<file path="src/rtl/mem_stall_ctrl_if.sv">
// Bundle between the memory stage, the stall controller and the backing memory.
// slave  : controller view (takes stage requests, drives the backing memory)
// master : stage + memory view (drives requests and memory responses)
interface mem_stall_ctrl_if;
    localparam int unsigned W = 16;

    // memory stage side
    logic [W-1:0] Addr;
    logic [W-1:0] DataIn;
    logic         Rd;
    logic         Wr;
    logic         Halt;
    logic [W-1:0] DataOut;
    logic         Done;
    logic         Stall;
    logic         err;

    // backing memory side
    logic         mem_req;
    logic         mem_wr;
    logic [W-1:0] mem_addr;
    logic [W-1:0] mem_wdata;
    logic [W-1:0] mem_rdata;
    logic         mem_ready;

    modport slave (
        input  Addr, DataIn, Rd, Wr, Halt, mem_rdata, mem_ready,
        output DataOut, Done, Stall, err, mem_req, mem_wr, mem_addr, mem_wdata
    );

    modport master (
        output Addr, DataIn, Rd, Wr, Halt, mem_rdata, mem_ready,
        input  DataOut, Done, Stall, err, mem_req, mem_wr, mem_addr, mem_wdata
    );
endinterface

</file>
<file path="src/rtl/mem_stall_ctrl.sv">
// Memory-stage stall controller: accepts one load/store at a time, issues it to
// the backing memory, waits for completion (with timeout) and freezes the
// upstream pipeline meanwhile.
// Ports:
//   clk  - system clock, rising edge
//   rst  - synchronous active-high reset
//   bus  - mem_stall_ctrl_if.slave: stage request/response and memory handshake
// Parameter:
//   TIMEOUT - WAIT cycles without mem_ready before the access is abandoned (<=15)
module mem_stall_ctrl #(
    parameter int unsigned TIMEOUT = 15
) (
    input  logic                clk,
    input  logic                rst,
    mem_stall_ctrl_if.slave     bus
);
    localparam int unsigned W  = 16;
    localparam int unsigned CW = 4;

    typedef enum logic [1:0] {
        IDLE  = 2'd0,
        ISSUE = 2'd1,
        WAIT  = 2'd2,
        DONE  = 2'd3
    } state_t;

    state_t          state, state_next;
    logic [CW-1:0]   cnt, cnt_next;
    logic [CW-1:0]   cnt_inc;
    logic [W-1:0]    addr_q, wdata_q, rdata_q;
    logic            wr_q, err_q, done_q, req_q;

    logic            accept_c;
    logic            illegal_c;
    logic            capture_c;
    logic            timeout_c;

    assign cnt_inc = CW'(cnt + CW'(1));

    // Next-state and per-cycle control decode
    always_comb begin
        state_next = state;
        cnt_next   = cnt;
        accept_c   = 1'b0;
        illegal_c  = 1'b0;
        capture_c  = 1'b0;
        timeout_c  = 1'b0;
        case (state)
            IDLE: begin
                // Halt blocks both acceptance and error reporting of new requests
                if (!bus.Halt && (bus.Rd || bus.Wr)) begin
                    if ((bus.Rd && bus.Wr) || bus.Addr[0]) begin
                        illegal_c = 1'b1;
                    end else begin
                        accept_c   = 1'b1;
                        state_next = ISSUE;
                    end
                end
            end
            ISSUE: begin
                cnt_next   = '0;
                state_next = WAIT;
            end
            WAIT: begin
                if (bus.mem_ready) begin
                    capture_c  = !wr_q;
                    state_next = DONE;
                end else begin
                    cnt_next = cnt_inc;
                    if (cnt_inc == CW'(TIMEOUT)) begin
                        timeout_c  = 1'b1;
                        state_next = DONE;
                    end
                end
            end
            DONE: begin
                state_next = IDLE;
            end
            default: begin
                state_next = IDLE;
            end
        endcase
    end

    // State, latches and registered outputs
    always_ff @(posedge clk) begin
        if (rst) begin
            state   <= IDLE;
            cnt     <= '0;
            addr_q  <= '0;
            wdata_q <= '0;
            wr_q    <= 1'b0;
            rdata_q <= '0;
            err_q   <= 1'b0;
            done_q  <= 1'b0;
            req_q   <= 1'b0;
        end else begin
            state  <= state_next;
            cnt    <= cnt_next;
            done_q <= (state_next == DONE);
            req_q  <= (state_next == ISSUE);
            if (accept_c) begin
                addr_q  <= bus.Addr;
                wdata_q <= bus.DataIn;
                wr_q    <= bus.Wr;
            end
            if (capture_c) begin
                rdata_q <= bus.mem_rdata;
            end
            if (illegal_c || timeout_c) begin
                err_q <= 1'b1;
            end
        end
    end

    // Stall must react in the same cycle a request is accepted, so it is decoded
    assign bus.Stall     = !rst && (accept_c || (state == ISSUE) || (state == WAIT));
    assign bus.DataOut   = rdata_q;
    assign bus.Done      = done_q;
    assign bus.err       = err_q;
    assign bus.mem_req   = req_q;
    assign bus.mem_wr    = wr_q;
    assign bus.mem_addr  = addr_q;
    assign bus.mem_wdata = wdata_q;
endmodule

</file>
<file path="src/flat_wrapper.sv">
// flat-port wrapper written by rule: the top's interface ports become plain ports
module mem_stall_ctrl_flat 
#(
    parameter int unsigned TIMEOUT = 15
)
  (clk, rst, bus_Addr, bus_DataIn, bus_Rd, bus_Wr, bus_Halt, bus_mem_rdata, bus_mem_ready, bus_DataOut, bus_Done, bus_Stall, bus_err, bus_mem_req, bus_mem_wr, bus_mem_addr, bus_mem_wdata);
  mem_stall_ctrl_if bus_i ();
  input  logic clk;
  input  logic rst;
  input wire logic [$bits(bus_i.Addr)-1:0] bus_Addr;
  input wire logic [$bits(bus_i.DataIn)-1:0] bus_DataIn;
  input wire logic [$bits(bus_i.Rd)-1:0] bus_Rd;
  input wire logic [$bits(bus_i.Wr)-1:0] bus_Wr;
  input wire logic [$bits(bus_i.Halt)-1:0] bus_Halt;
  input wire logic [$bits(bus_i.mem_rdata)-1:0] bus_mem_rdata;
  input wire logic [$bits(bus_i.mem_ready)-1:0] bus_mem_ready;
  output wire logic [$bits(bus_i.DataOut)-1:0] bus_DataOut;
  output wire logic [$bits(bus_i.Done)-1:0] bus_Done;
  output wire logic [$bits(bus_i.Stall)-1:0] bus_Stall;
  output wire logic [$bits(bus_i.err)-1:0] bus_err;
  output wire logic [$bits(bus_i.mem_req)-1:0] bus_mem_req;
  output wire logic [$bits(bus_i.mem_wr)-1:0] bus_mem_wr;
  output wire logic [$bits(bus_i.mem_addr)-1:0] bus_mem_addr;
  output wire logic [$bits(bus_i.mem_wdata)-1:0] bus_mem_wdata;
  assign bus_i.Addr = bus_Addr;
  assign bus_i.DataIn = bus_DataIn;
  assign bus_i.Rd = bus_Rd;
  assign bus_i.Wr = bus_Wr;
  assign bus_i.Halt = bus_Halt;
  assign bus_i.mem_rdata = bus_mem_rdata;
  assign bus_i.mem_ready = bus_mem_ready;
  assign bus_DataOut = bus_i.DataOut;
  assign bus_Done = bus_i.Done;
  assign bus_Stall = bus_i.Stall;
  assign bus_err = bus_i.err;
  assign bus_mem_req = bus_i.mem_req;
  assign bus_mem_wr = bus_i.mem_wr;
  assign bus_mem_addr = bus_i.mem_addr;
  assign bus_mem_wdata = bus_i.mem_wdata;
  mem_stall_ctrl #(.TIMEOUT(TIMEOUT)) u_core (.clk(clk), .rst(rst), .bus(bus_i));
endmodule
</file>
<file path="config.mk">
export PLATFORM = sky130hd
export DESIGN_NAME = mem_stall_ctrl_flat
export DESIGN_NICKNAME = d
export VERILOG_FILES = /design/src/rtl/mem_stall_ctrl_if.sv /design/src/rtl/mem_stall_ctrl.sv /design/src/flat_wrapper.sv
export SDC_FILE = /design/constraint.sdc
export NUM_CORES = 1
export LEC_CHECK = 0
export BUFFER_PORTS_ARGS = -buffer_cell sky130_fd_sc_hd__buf_4
export CAP_MARGIN = 20
export CORE_UTILIZATION = 41
export CTS_CLUSTER_SIZE = 20
export DETAILED_ROUTE_END_ITERATION = 16
export GPL_TIMING_DRIVEN = 0
export HOLD_SLACK_MARGIN = 0.02
export PLACE_DENSITY_LB_ADDON = 0.2
export SLEW_MARGIN = 15
export SYNTH_ARGS = -nofsm -noshare
export SYNTH_HDL_FRONTEND = slang
export SYNTH_SLANG_ARGS = --single-unit
</file>
<file path="constraint.sdc">
create_clock -name clk -period 1.67 [get_ports clk]
set_clock_uncertainty 0.05 [all_clocks]
set_input_delay 0.2505 -clock clk [delete_from_list [all_inputs] [get_ports clk]]
set_output_delay 0.2505 -clock clk [all_outputs]
set_load 0.05 [all_outputs]
</file>
Word-level counts from Yosys, hierarchy flattened
Index checks and enable logic that the tools add are counted.
{"block": "word_totals", "regBits": 58, "output_inout_bits": 53, "inputBits": 54, "elab_cells": 49}
{"block": "classes", "n_mux": 18, "reduce_logical": 14, "n_addsub": 1, "eq_ne": 7}
{"cell": "$mux W1", "count": 11}
{"cell": "$mux W2", "count": 4}
{"cell": "$pmux W2 S4", "count": 1}
{"cell": "$pmux W4 S2", "count": 1}
{"cell": "$eq A2 B2 Y1 const B", "count": 3}
{"cell": "$logic_or A1 B1 Y1", "count": 5}
{"cell": "$add A4 B1 Y4 const B", "count": 1}
{"cell": "$eq A2 B1 Y1 const B", "count": 2}
{"cell": "$eq A4 B4 Y1 const B", "count": 1}
{"cell": "$mux W4", "count": 1}
{"cell": "$logic_and A1 B1 Y1", "count": 3}
{"cell": "$logic_not A1 Y1", "count": 3}
{"cell": "$logic_not A2 Y1", "count": 1}
{"cell": "$ne A2 B2 Y1 const B", "count": 1}
{"cell": "$reduce_and A2 Y1", "count": 1}
{"cell": "$reduce_bool A2 Y1", "count": 1}

Longest topological paths before layout
{"block": "depth", "ltp_word": 8, "ltp_mapped": 8}

Worst setup path before layout
No wires, ideal clock.
{"block": "synth_timing", "path_kind": "reg-to-output", "from": "register u_core.state[0]", "to": "output port bus_Stall", "slack_ns": -0.343, "t_arrival_ns": 1.713, "path_stages_with_launch": 6, "required_time_ns": 1.370, "path_cell_list": "dfxtp_1 > inv_1 > ha_1 > nand3_1 > buf_2 > a21oi_1"}
{"block": "synth_between", "elab_chain_len": 5, "word_cells_on_any_way": 7, "cone_classes": "eq/ne (2); mux (1); reduce/logical (4)"}
{"item": "start, declared", "line": "mem_stall_ctrl.sv:27", "rtl": "state_t state, state_next;"}
{"item": "start signal, assigned", "line": "mem_stall_ctrl.sv:98", "rtl": "state <= state_next;"}
{"item": "$logic_not A2 Y1", "line": "mem_stall_ctrl.sv:48", "rtl": "case (state)"}
{"item": "$mux W1", "line": "mem_stall_ctrl.sv:48"}
{"item": "$logic_or A1 B1 Y1", "line": "mem_stall_ctrl.sv:117", "rtl": "assign bus.Stall = !rst && (accept_c || (state == ISSUE) || (state == WAIT));"}
{"item": "$logic_or A1 B1 Y1 *", "line": "mem_stall_ctrl.sv:117"}
{"item": "$logic_and A1 B1 Y1 *", "line": "mem_stall_ctrl.sv:117"}
{"item": "end, declared", "line": "flat_wrapper.sv:19", "rtl": "output wire logic [$bits(bus_i.Stall)-1:0] bus_Stall;"}
Mark *: on every way between the ends. The rest lies on a longest branch, timed or not.

Worst setup path after layout
Same ends and word-level chain as after synthesis.

==> impl_metrics.ini <==
[power]
cellLeakagePower_nw = 1.47
power.share.switching_pct = 24.6
p_comb_share_pct = 15.1
powerDensity_nw_per_um2 = 937
vdd.ir_drop.worst_mv = 0.571
net-switching-power_uw = 832
seq_power_share_pct = 42.8
internal_power_mw = 2.55
total_power_mw = 3.38
p_clk_share_pct = 42.1

[global_routing]
vias_in_the_first_global_route = 2117
globalRouteMet1Util_pct = 21.7
grt_first_pass_wirelength_um = 9080
maximum_number_of_pins_on_one_net_before_global_route_repair = 11
grt_remaining_overflow = 0
grt_util_met3_pct = 5.41
antenna_found_initial = 0
grt_util_met2_pct = 32.3
gr-usage-all-layers_pct = 19.1
globalRoute.busiestLayer = met2

[layout]
num_antenna_cells = 0
utilization_pct = 65.0
layout.cell_area.non_filler_um2 = 3600
syn_to_final_growth_pct = 52.4
finish.cell_count_without_fillers = 472
mostFrequentLayoutCell = buf_4
net_count_of_the_finished_layout = 455
final_cell_mix = buf_4 (112), nand2_1 (90), dfxtp_1 (56)
layout_cell_share_with_drive_strength_beyond_1_pct = 46.3

[timing]
max_slew_headroom_at_the_worst_pin_pct = 55.1
fmax_mhz = 607
final-max-slew-violation-count = 0
report.final.setup_viol = 0
worst_slew_pin_slew_ps = 674
hold_viol = 0
minimum_clock_period_ps = 1650
period_share_pct = 98.7
rsz_0062_raised_after_global_routing = true
aggregate_negative_setup_slack_ps = 0

[worst_setup_path]
cp-end-kind = output port
critPathLaunch = u_core.state[0]
origin_of_the_critical_flop_to_flop_path = u_core.state[1]
cp_buf_inv_count = 2
worstSetupStartpointType = register
timing.setup.critical_path_class = reg -> out
worst_ep_required_time_ps = 1370
worst_path_max_delay_cell = dfxtp_4
critical_path.cell_chain = inv_4 > ha_4 > nand3_4 > a21oi_4 > buf_6
crit_family = flip-flops
maximum_single_stage_delay_on_the_critical_path_ps = 360
timing.critical_path.fanout_max = 5
critical_path_arrival_ps = 1350

[clock_network]
clkLatencyLatePin_ps = 320
cts_htree_levels = 3
clock_tree_from_tritoncts = done
cts-root-to-sink-buffers = 2
clkSinkCount = 58
clk_transition_reported_paths_ps = 60
cts_hold_buffers = 0
cts_root_buf = clkbuf_8
tritoncts.num_buffers = 9

[die]
pin_count = 107
std_cell_rows = 27
die_area_um2 = 6080
core_region_area_um2 = 5540
die-width_um = 77.9
die_height_um = 77.9
initial_utilization_pct = 42.7

[drt]
vias_per_cell = 4.83
ant_nets = 0
num_vias = 2278
wirelength_um = 5720
routed_wire_length_per_instance_um = 12.1
drt-pass1-iter-count = 4
route.detailed.drc = 0
detailedRoute.firstIterationViolations = 78

[min_path]
timing.hold.worst.start = bus_DataIn[6]
worst_hold_check_path_type = in -> reg

[synthesis]
synth_sequential_area_ratio_pct = 49.1
count_of_flip_flops_with_a_built_in_enable_after_synthesis = 0
post_synth.cell_area_avg_um2 = 8.60
post_synth_inst_count = 275
syn_nets = 334
syn-cell-area_um2 = 2360
yosysUniqueCellTypes = 32
synthesis.yosys.warnings = 0
dominantRegCellSynth = dfxtp_1
synthArstFlopShare_pct = 0
flip_flop_and_latch_count_after_synthesis = 58

[place]
placed_area_um2 = 3260
dp.final_hpwl_um = 4120
place_congestion = 0.925
placement.io_buffers = 106
number_of_placed_instances_with_taps_included = 453

[run_status]
result_of_the_run = completed

[job]
cap_violations = 0
[worst register-to-register path: stages (launching register included)]
cell	delay, ps
dfxtp_4	370
inv_4	50
ha_4	160
buf_4	150
nor3b_2	280
nand3_1	140
o32a_1	230
a21oi_1	130
[registers in the layout, summed over array words and instances (netlist names)]
name and cells:
u_core.bus.DataOut 16, u_core.bus.Done 1, u_core.bus.err 1, u_core.bus.mem_addr 16
u_core.bus.mem_req 1, u_core.bus.mem_wdata 16, u_core.bus.mem_wr 1, u_core.cnt 4
u_core.state 2
[cell type report]
type | instances | area (µm²)
clock buffer | 13 | 159
multi-input combinational | 194 | 1150
buffer | 14 | 100
clock inverter | 2 | 60.1
timing repair buffer | 112 | 845
sequential | 58 | 1170
inverter | 7 | 31.3
tap | 72 | 90.1
fill | 490 | 1940
[cell usage after synthesis (all sizes together) (2+ instances only)]
| cell | count | share of area, % |
|---|---|---|
| nand2 | 100 | 17 |
| dfxtp | 58 | 49 |
| a21oi | 55 | 16 |
| buf | 9 | 3.3 |
| clkbuf | 7 | 1.1 |
| inv | 7 | 1.1 |
| nor2 | 6 | 0.95 |
| ha | 5 | 2.6 |
| a311oi | 3 | 1.1 |
| nand3 | 3 | 0.63 |
| nor2b | 3 | 0.79 |
| nor3b | 2 | 0.63 |
| o21ai | 2 | 0.42 |
| or2 | 2 | 0.53 |
[worst paths after layout]
check | to | slack (ps) | cells after the start
worst max-delay path | bus_Stall | 20 | 5
worst min-delay path | u_core.bus.mem_wdata[6] | 110 | 3
worst max register to register | u_core.bus.Done | 50 | 7
worst min register to register | u_core.bus.mem_addr[2] | 400 | 2
[through the flow]
step	worst slack [ps]	hold slack (ps)
global route	-73.0	104
CTS	-104	99.9
global placement	-208	392
floorplan	73.5	327
detailed placement	-177	397
finish	21.7	113
[per-layer routing]
layer	wire, µm	part of all wire, %
met5	0	0
met1	2410	42
met2	2760	48
met4	74	1.3
met3	478	8.4
[what timing repair did]
item | 4_1_cts | 5_1_grt
resized for setup | 13 | 14
pin swaps | 1 | 2
endpoints found under the setup margin | 31 | 16
hold endpoints to repair | 0 | 0
setup buffers | 2 | 4
[cell families (layout without fill, tap and decap cells)]
logic type | count (synthesis) | count (layout) | synth area share [%]
AND/OR/NAND/NOR | 118 | 118 | 21.1
AO/OA/AOI/OAI | 68 | 68 | 20.5
XOR/XNOR | 2 | 2 | 0.741
adder cells (fa/ha/maj) | 6 | 6 | 3.07
buffers and inverters | 23 | 148 | 5.50
flip-flops | 58 | 58 | 49.1
[power groups by stage]
stage | combinational [mW] | sequential (mW) | clock, mW
final | 0.510 | 1.44 | 1.42
after detailed placement | 0.489 | 1.47 | 0
after global routing | 0.544 | 1.45 | 1.52
after global placement | 0.484 | 1.47 | 0
after floorplan | 0.161 | 1.60 | 0
after CTS | 0.507 | 1.44 | 1.46
No activity file was read; power rests on OpenSTA's default activity.
